==> config.mk <==
export PLATFORM = sky130hd
export DESIGN_NAME = i2c_reg_file_flat
export DESIGN_NICKNAME = d
export VERILOG_FILES = /design/src/rtl/i2c_reg_file_if.sv /design/src/rtl/i2c_reg_file.sv /design/src/flat_wrapper.sv
export SDC_FILE = /design/constraint.sdc
export NUM_CORES = 1
export LEC_CHECK = 0
export CAP_MARGIN = 10
export CORE_ASPECT_RATIO = 0.9
export CORE_MARGIN = 5
export CORE_UTILIZATION = 25
export DETAILED_ROUTE_END_ITERATION = 10
export MAX_ROUTING_LAYER = met4
export PLACE_DENSITY = 0.47
export SLEW_MARGIN = 20
export SYNTH_ARGS = -nofsm -noshare
export SYNTH_HDL_FRONTEND = slang
export SYNTH_SLANG_ARGS = --single-unit
==> constraint.sdc <==
create_clock -name clk -period 3.1 [get_ports clk]
set_input_delay 0.62 -clock clk [delete_from_list [all_inputs] [get_ports clk]]
set_output_delay 0.62 -clock clk [all_outputs]
set_load 0.01 [all_outputs]
==> src/rtl/i2c_reg_file_if.sv <==
// Per-byte event bus between the I2C slave byte engine (master) and the register bank (slave).
interface i2c_reg_file_if;
    logic       i2c_start;
    logic       i2c_stop;
    logic       rx_valid;
    logic [7:0] rx_data;
    logic       tx_req;
    logic [7:0] tx_data;
    logic       tx_valid;

    modport master (
        output i2c_start, i2c_stop, rx_valid, rx_data, tx_req,
        input  tx_data, tx_valid
    );

    modport slave (
        input  i2c_start, i2c_stop, rx_valid, rx_data, tx_req,
        output tx_data, tx_valid
    );
endinterface

==> src/rtl/i2c_reg_file.sv <==
// Byte-addressed register bank behind the I2C slave engine, with a parallel fabric port.
// Optional feature: define I2C_REGFILE_IRQ_EN for an end-of-write-transaction irq pulse.
module i2c_reg_file #(
    parameter int         NUM_REGS = 32,
    parameter logic [7:0] DEV_ID   = 8'hA5,
    localparam int        AW       = (NUM_REGS > 1) ? $clog2(NUM_REGS) : 1
) (
    input  logic          clk,
    input  logic          rst_n,
    i2c_reg_file_if.slave bus,
    input  logic [AW-1:0] usr_addr,
    input  logic          usr_we,
    input  logic [7:0]    usr_wdata,
    output logic [7:0]    usr_rdata,
    output logic          busy,
    output logic          irq
);

    typedef enum logic [1:0] {
        IDLE,
        GET_PTR,
        DATA
    } state_t;

    state_t        state;
    state_t        state_next;
    logic [AW-1:0] ptr;
    logic [AW-1:0] ptr_next;
    logic [7:0]    regs [NUM_REGS];
    logic [7:0]    ptr_byte;
    logic [7:0]    usr_byte;
    logic          i2c_wr;
    logic          i2c_commit;
    logic          usr_commit;
    logic          tx_load;
    logic [7:0]    tx_byte;

    // Reg 0 is never stored; it always reads back as the device ID.
    assign ptr_byte   = (ptr == '0) ? DEV_ID : regs[ptr];
    assign usr_byte   = (usr_addr == '0) ? DEV_ID : regs[usr_addr];
    assign i2c_commit = i2c_wr && (ptr != '0);
    assign usr_commit = usr_we && (usr_addr != '0) && !(i2c_commit && (usr_addr == ptr));
    assign busy       = (state != IDLE);

    always_comb begin
        state_next = state;
        ptr_next   = ptr;
        i2c_wr     = 1'b0;
        tx_load    = 1'b0;
        tx_byte    = 8'hFF;
        unique case (state)
            IDLE: begin
                tx_load = bus.tx_req;
            end
            GET_PTR: begin
                if (bus.rx_valid) begin
                    ptr_next   = bus.rx_data[AW-1:0];
                    state_next = DATA;
                    tx_load    = bus.tx_req;
                end else if (bus.tx_req) begin
                    tx_load    = 1'b1;
                    tx_byte    = ptr_byte;
                    ptr_next   = ptr + AW'(1);
                    state_next = DATA;
                end
            end
            DATA: begin
                if (bus.rx_valid) begin
                    i2c_wr   = 1'b1;
                    ptr_next = ptr + AW'(1);
                    tx_load  = bus.tx_req;
                end else if (bus.tx_req) begin
                    tx_load  = 1'b1;
                    tx_byte  = ptr_byte;
                    ptr_next = ptr + AW'(1);
                end
            end
            default: state_next = IDLE;
        endcase
        // A (repeated) START overrides STOP arriving in the same cycle.
        if (bus.i2c_start) begin
            state_next = GET_PTR;
        end else if (bus.i2c_stop) begin
            state_next = IDLE;
        end
    end

    always_ff @(posedge clk) begin
        if (!rst_n) begin
            state       <= IDLE;
            ptr         <= '0;
            bus.tx_valid <= 1'b0;
            bus.tx_data  <= 8'h00;
            usr_rdata   <= 8'h00;
            for (int i = 0; i < NUM_REGS; i++) begin
                regs[i] <= 8'h00;
            end
        end else begin
            state        <= state_next;
            ptr          <= ptr_next;
            bus.tx_valid <= tx_load;
            if (tx_load) begin
                bus.tx_data <= tx_byte;
            end
            usr_rdata <= usr_byte;
            if (i2c_commit) begin
                regs[ptr] <= bus.rx_data;
            end
            if (usr_commit) begin
                regs[usr_addr] <= usr_wdata;
            end
        end
    end

`ifdef I2C_REGFILE_IRQ_EN
    logic dirty;

    // Dirty tracks committed I2C data writes within the current transaction.
    always_ff @(posedge clk) begin
        if (!rst_n) begin
            dirty <= 1'b0;
            irq   <= 1'b0;
        end else begin
            irq <= bus.i2c_stop && !bus.i2c_start && dirty;
            if (bus.i2c_start) begin
                dirty <= 1'b0;
            end else if (i2c_commit) begin
                dirty <= 1'b1;
            end
        end
    end
`else
    assign irq = 1'b0;
`endif

endmodule

==> src/flat_wrapper.sv <==
// flat-port wrapper written by rule: the top's interface ports become plain ports
module i2c_reg_file_flat 
#(
    parameter int         NUM_REGS = 32,
    parameter logic [7:0] DEV_ID   = 8'hA5,
    localparam int        AW       = (NUM_REGS > 1) ? $clog2(NUM_REGS) : 1
)
  (clk, rst_n, usr_addr, usr_we, usr_wdata, usr_rdata, busy, irq, bus_i2c_start, bus_i2c_stop, bus_rx_valid, bus_rx_data, bus_tx_req, bus_tx_data, bus_tx_valid);
  i2c_reg_file_if bus_i ();
  input  logic clk;
  input  logic rst_n;
  input  logic [AW-1:0] usr_addr;
  input  logic usr_we;
  input  logic [7:0] usr_wdata;
  output logic [7:0] usr_rdata;
  output logic busy;
  output logic irq;
  input wire logic [$bits(bus_i.i2c_start)-1:0] bus_i2c_start;
  input wire logic [$bits(bus_i.i2c_stop)-1:0] bus_i2c_stop;
  input wire logic [$bits(bus_i.rx_valid)-1:0] bus_rx_valid;
  input wire logic [$bits(bus_i.rx_data)-1:0] bus_rx_data;
  input wire logic [$bits(bus_i.tx_req)-1:0] bus_tx_req;
  output wire logic [$bits(bus_i.tx_data)-1:0] bus_tx_data;
  output wire logic [$bits(bus_i.tx_valid)-1:0] bus_tx_valid;
  assign bus_i.i2c_start = bus_i2c_start;
  assign bus_i.i2c_stop = bus_i2c_stop;
  assign bus_i.rx_valid = bus_rx_valid;
  assign bus_i.rx_data = bus_rx_data;
  assign bus_i.tx_req = bus_tx_req;
  assign bus_tx_data = bus_i.tx_data;
  assign bus_tx_valid = bus_i.tx_valid;
  i2c_reg_file #(.NUM_REGS(NUM_REGS), .DEV_ID(DEV_ID)) u_core (.clk(clk), .rst_n(rst_n), .bus(bus_i), .usr_addr(usr_addr), .usr_we(usr_we), .usr_wdata(usr_wdata), .usr_rdata(usr_rdata), .busy(busy), .irq(irq));
endmodule
# Yosys cells after proc, flatten, opt, wreduce, memory -nomap -nowiden
# Memory sizes are Yosys's and may differ from the RTL's. A register that Yosys moved wholly into a read port is not among the register bits.
# Index checks and enable logic that the tools add are counted.
totals:
  in_bits: 28
  out_inout_bits: 19
  mem_bits_ro: 0
  regBits: 24
  ramBits: 256
  mem_count: 1
  elab_cells: 71
  latchBits: 0
classes:
  addsub: 1
  bitwise: 2
  div: 0
  n_reduce_logical: 20
  muxes: 34
  multipliers: 0
  magnitude_cmp: 0
  n_eq_ne: 6
  shift: 0
mem_list:
  columns: ["name", "words", "word_bits", "read_ports", "rd_clocked_by_memory_dff", "write_ports", "line_no", "text"]
  rows:
  - ["u_core.regs", 32, 8, 2, 1, 32, "i2c_reg_file.sv:29", "logic [7:0] regs [NUM_REGS];"]
ops:
  columns: ["cell", "n"]
  rows:
  - ["$mux 8", 7]
  - ["$mux 5", 7]
  - ["$reduce_or 8->1", 2]
  - ["$mux 1", 15]
  - ["$logic_not 5->1", 2]
  - ["$pmux 5 s2", 1]
  - ["$reduce_bool 5->1", 2]
  - ["$reduce_or 2->1", 3]
  - ["$add 5x1->5 const B", 1]
  - ["$eq 5x5->1", 1]
  - ["$ne 5x5->1 const B", 1]
  - ["$logic_and 1x1->1", 4]
  - ["$mux 2", 2]
  - ["$pmux 2 s2", 1]
  - ["$reduce_and 2->1", 2]
  - ["$reduce_bool 2->1", 2]
  - ["$ne 3x1->1 const B", 1]
  - ["$ne 3x3->1 const B", 1]
  - ["$reduce_or 3->1", 1]
  - ["$eq 2x1->1 const B", 1]
  - ["$eq 2x2->1 const B", 1]
  - ["$logic_not 2->1", 1]
  - ["$not 1->1", 2]
  - ["$pmux 1 s2", 1]
  - ["$logic_not 1->1", 1]

# Longest topological paths before layout
depth:
  word_depth: 11
  depth_mapped: 11
  depth_no_buf: 7

# Worst setup path before layout
# Ideal clock, no wire load.
synth_path:
  path_type: "register to register"
  start: "register u_core.ptr[0]"
  end: "memory u_core.regs[18][0], enable pin"
  required_ns: 2.724
  stages_incl_launch_ff: 11
  slack_ns: 0.256
  path_buffers: 3
  arrival_time_ns: 2.468
  cell_sequence: "dfxtp_1 > inv_1 > ha_1 > or4b_1 > buf_2 > and2_1 > buf_6 > a311oi_4 > buf_6 > nand2_8 > o211ai_1"
synth_rtl:
  columns: ["element", "line_no", "text"]
  rows:
  - ["from (decl)", "i2c_reg_file.sv:27", "logic [AW-1:0] ptr;"]
  - ["from (signal assigned)", "i2c_reg_file.sv:100", "ptr <= ptr_next;"]
  - ["to (decl)", "i2c_reg_file.sv:29", null]

==> results.json <==
{
  "status": "finished, final reports clean",
  "grt_setup_unrepaired": "false",
  "num_vias": 14900,
  "grt_max_degree": 48,
  "synth_flop_cell": "edfxtp_1",
  "worst-path-buf-inv": 4,
  "post_cts_resized": 0,
  "hp-class": "flip-flop to flip-flop",
  "fin_worst_skew_ps": 22.3,
  "p_leak_nw": 7.27,
  "die_h_um": 262,
  "ys_async_sr_fraction": 0,
  "clk_pin_slew_ps": 60,
  "post-dp-hpwl_um": 56600,
  "fin_crit_ps": 3010,
  "synth-edff-count": 256,
  "synth_cell_type_count": 58,
  "numPortBuffers": 45,
  "cts_tree": "done",
  "cap_violations": 0,
  "hold_depth": 2,
  "top_layer": "met4",
  "cp-startpoint": "u_core.ptr[0]",
  "firstDrtPassIters": 8,
  "worst_path_max_delay_cell": "or4b_1",
  "synth_area_leaders": "edfxtp_1 (44%), mux4_2 (16%), o31ai_1 (5.4%)",
  "cp_top_family": "simple AND/OR/NAND/NOR gates",
  "layout-drive-gt1-share": 0.289,
  "synth_seq_cells": 285,
  "nFillCells": 7030,
  "wl_met2_um": 34400,
  "crit_path_end": "u_core.regs[2][5]",
  "regArea_mm2": 0.00828,
  "nNetsFinal": 1698,
  "ant_nets": 0,
  "yosysMostFrequentCell": "edfxtp_1",
  "num_antenna_cells": 0,
  "p_total_mw": 10.6,
  "final_core_util": 0.313,
  "crit_chain": "inv_1, ha_1, or4b_1, and2_1, buf_12, a311oi_4, buf_12, nand2_2, nand3_1, buf_4",
  "r2r-end": "u_core.regs[2][5]",
  "power.switching_mw": 2.78,
  "power_density_mw_per_mm2": 485,
  "comb_power_share": 0.142,
  "min_period_over_period": 0.973,
  "ys_warn_count": 0,
  "wl_met3_um": 8110,
  "critPathMaxFanout": 12,
  "die_w_um": 290,
  "reg2reg_from": "u_core.ptr[0]",
  "relSlewSlack": 0.459,
  "fmax_mhz": 332,
  "core_area_mm2": 0.0699,
  "drv_slew": 0,
  "yosysTopAreaCell": "edfxtp_1",
  "synth.yosys.seq_area_share": 0.470,
  "syn_inst": 1528,
  "final_hold_viol_count": 0,
  "ir_drop_v": 0.000336,
  "h-tree-depth": 2,
  "grt_pass1_wl_um": 108000,
  "setup_viol": 0,
  "overflow": 0,
  "cts_hold_buf": 0,
  "area_growth_pct": 24.4,
  "max_stage_delay_ps": 530,
  "grt_pass1_vias": 14400,
  "wire_per_inst_um": 29.6,
  "multi_input_area_mm2": 0.00864,
  "drt_drc_violations_left": 0,
  "cts_buffers": 35,
  "clockBufferDepth": 3,
  "worst-setup-path-type": "flip-flop to flip-flop",
  "die_area_mm2": 0.0758,
  "crit_top_cell": "buf_12",
  "seqPwrFrac": 0.429,
  "wl_met1_um": 31000,
  "switching_share": 0.262,
  "drt-vias-per-instance": 5.65,
  "antenna_found_initial": 2,
  "internal_power_mw": 7.84,
  "critPathLaunchType": "flip-flop",
  "syn_avg_cell_area_um2": 11.5,
  "ios": 47,
  "crit_required_ps": 3360,
  "gp_congestion": 1.05,
  "synth_area_mm2": 0.0176,
  "synth_commonest_cells": "edfxtp_1 (256), nand2_1 (173), nand3_1 (149)",
  "cp.depth": 10,
  "clkLatencyLatePin_ps": 550,
  "postCtsSetupBuffers": 0,
  "initial_utilization": 0.252,
  "cts.sinks": 285,
  "synth_top_area_frac": 0.437,
  "rr_worst_depth": 10,
  "rows": 92,
  "worstSetupEndpointType": "flip-flop",
  "critPathArrivalTime_ps": 3280,
  "root_buffer": "clkbuf_16",
  "track_usage": 0.207,
  "r2r_slack_ps": 90,
  "wl_um": 77800,
  "tightest_slew_ps": 805,
  "initialDrtViolationCount": 2254,
  "power_frac_clock": 0.429
}
cells by family after synthesis:
family / after synthesis / synth area share
multiplexers: 210 / 0.215
AO/OA/AOI/OAI: 310 / 0.123
XOR/XNOR: 5 / 0.00249
adder cells (fa/ha/maj): 8 / 0.00569
AND/OR/NAND/NOR: 524 / 0.140
buffers and inverters: 185 / 0.0432
flip-flops: 285 / 0.470
other: 1 / 0.000213
area by class of cell:
type                       instances  area share
timing repair buffer             261       0.114
clock inverter                    23      0.0142
multi-input combinational       1066       0.395
tap                              940      0.0538
clock buffer                      40      0.0428
sequential                       285       0.378
inverter                          13     0.00223
flip-flops by register name (all words and copies together), names as in the netlist, named ones only:
register	count
u_core.state	2
u_core.usr_rdata	8
u_core.bus.tx_data	8
u_core.regs	256
u_core.bus.tx_valid	1
u_core.ptr	5
worst min path at each step:
stage                     from               to  slack, ps
2_1_floorplan  u_core.state[1]  u_core.state[1]        490
3_3_place_gp   u_core.state[1]  u_core.state[1]        500
3_5_place_dp   u_core.state[1]  u_core.state[1]        530
4_1_cts        u_core.state[1]  u_core.state[1]        540
5_1_grt        u_core.state[1]  u_core.state[1]        570
6_report       u_core.state[1]  u_core.state[1]        540
layout by cell type, fill, tap and decap left out, drive strengths merged, types with 6 or more instances in the layout:
cell / netlist / routed
a211oi: 8 / 8
a21oi: 11 / 11
a221oi: 6 / 6
a22o: 9 / 9
a22oi: 12 / 12
a31oi: 13 / 13
and2: 24 / 24
buf: 52 / 218
bufinv: 0 / 8
clkbuf: 120 / 40
clkdlybuf4s50: 0 / 43
clkinv: 1 / 15
conb: 1 / 9
dfxtp: 29 / 29
edfxtp: 256 / 256
ha: 8 / 8
inv: 12 / 12
mux2: 65 / 65
mux2i: 22 / 22
mux4: 123 / 123
nand2: 180 / 180
nand3: 149 / 149
nand4: 7 / 7
nor2: 102 / 102
o211ai: 7 / 7
o21ai: 79 / 79
o22ai: 12 / 12
o31ai: 127 / 127
or3: 24 / 24
worst register-to-register path, stage by stage, from the launching register on:
cell	delay [ps]
dfxtp_1	370
inv_1	140
ha_1	220
or4b_1	530
and2_1	210
buf_12	150
a311oi_4	290
buf_12	210
nand2_2	200
nand3_1	220
buf_4	190
through the flow:
| step | instances | hold WS, ps | cell area [um^2] | setup slack (ps) | setup TNS (ps) |
|---|---|---|---|---|---|
| 4_1_cts | 2628 | 540 | 21900 | 148 | 0 |
| 5_1_grt | 2628 | 567 | 21900 | 48.1 | 0 |
| 2_1_floorplan | 1536 | 487 | 17600 | 256 | 0 |
| 3_3_place_gp | 2565 | 503 | 20600 | -43.8 | -2020 |
| 6_report | 2628 | 538 | 21900 | 85.1 | 0 |
| 3_5_place_dp | 2565 | 531 | 20600 | -86.5 | -5290 |
power by group through the flow:
stage / clock network [mW] / logic [mW] / registers [mW]
2_1_floorplan: 0 / 0.792 / 4.52
3_3_place_gp: 0 / 1.47 / 4.62
3_5_place_dp: 0 / 1.48 / 4.63
4_1_cts: 4.61 / 1.48 / 4.55
5_1_grt: 4.77 / 1.55 / 4.57
6_report: 4.55 / 1.51 / 4.56
metal layers:
metal | GRT usage | up-vias
met3 | 0.0438 | 189
met2 | 0.309 | 927
met4 | 0.0981 | 0
li1 | - | 6212
met1 | 0.269 | 7533
met5 | - | -
(Power assumes the default switching activity.)
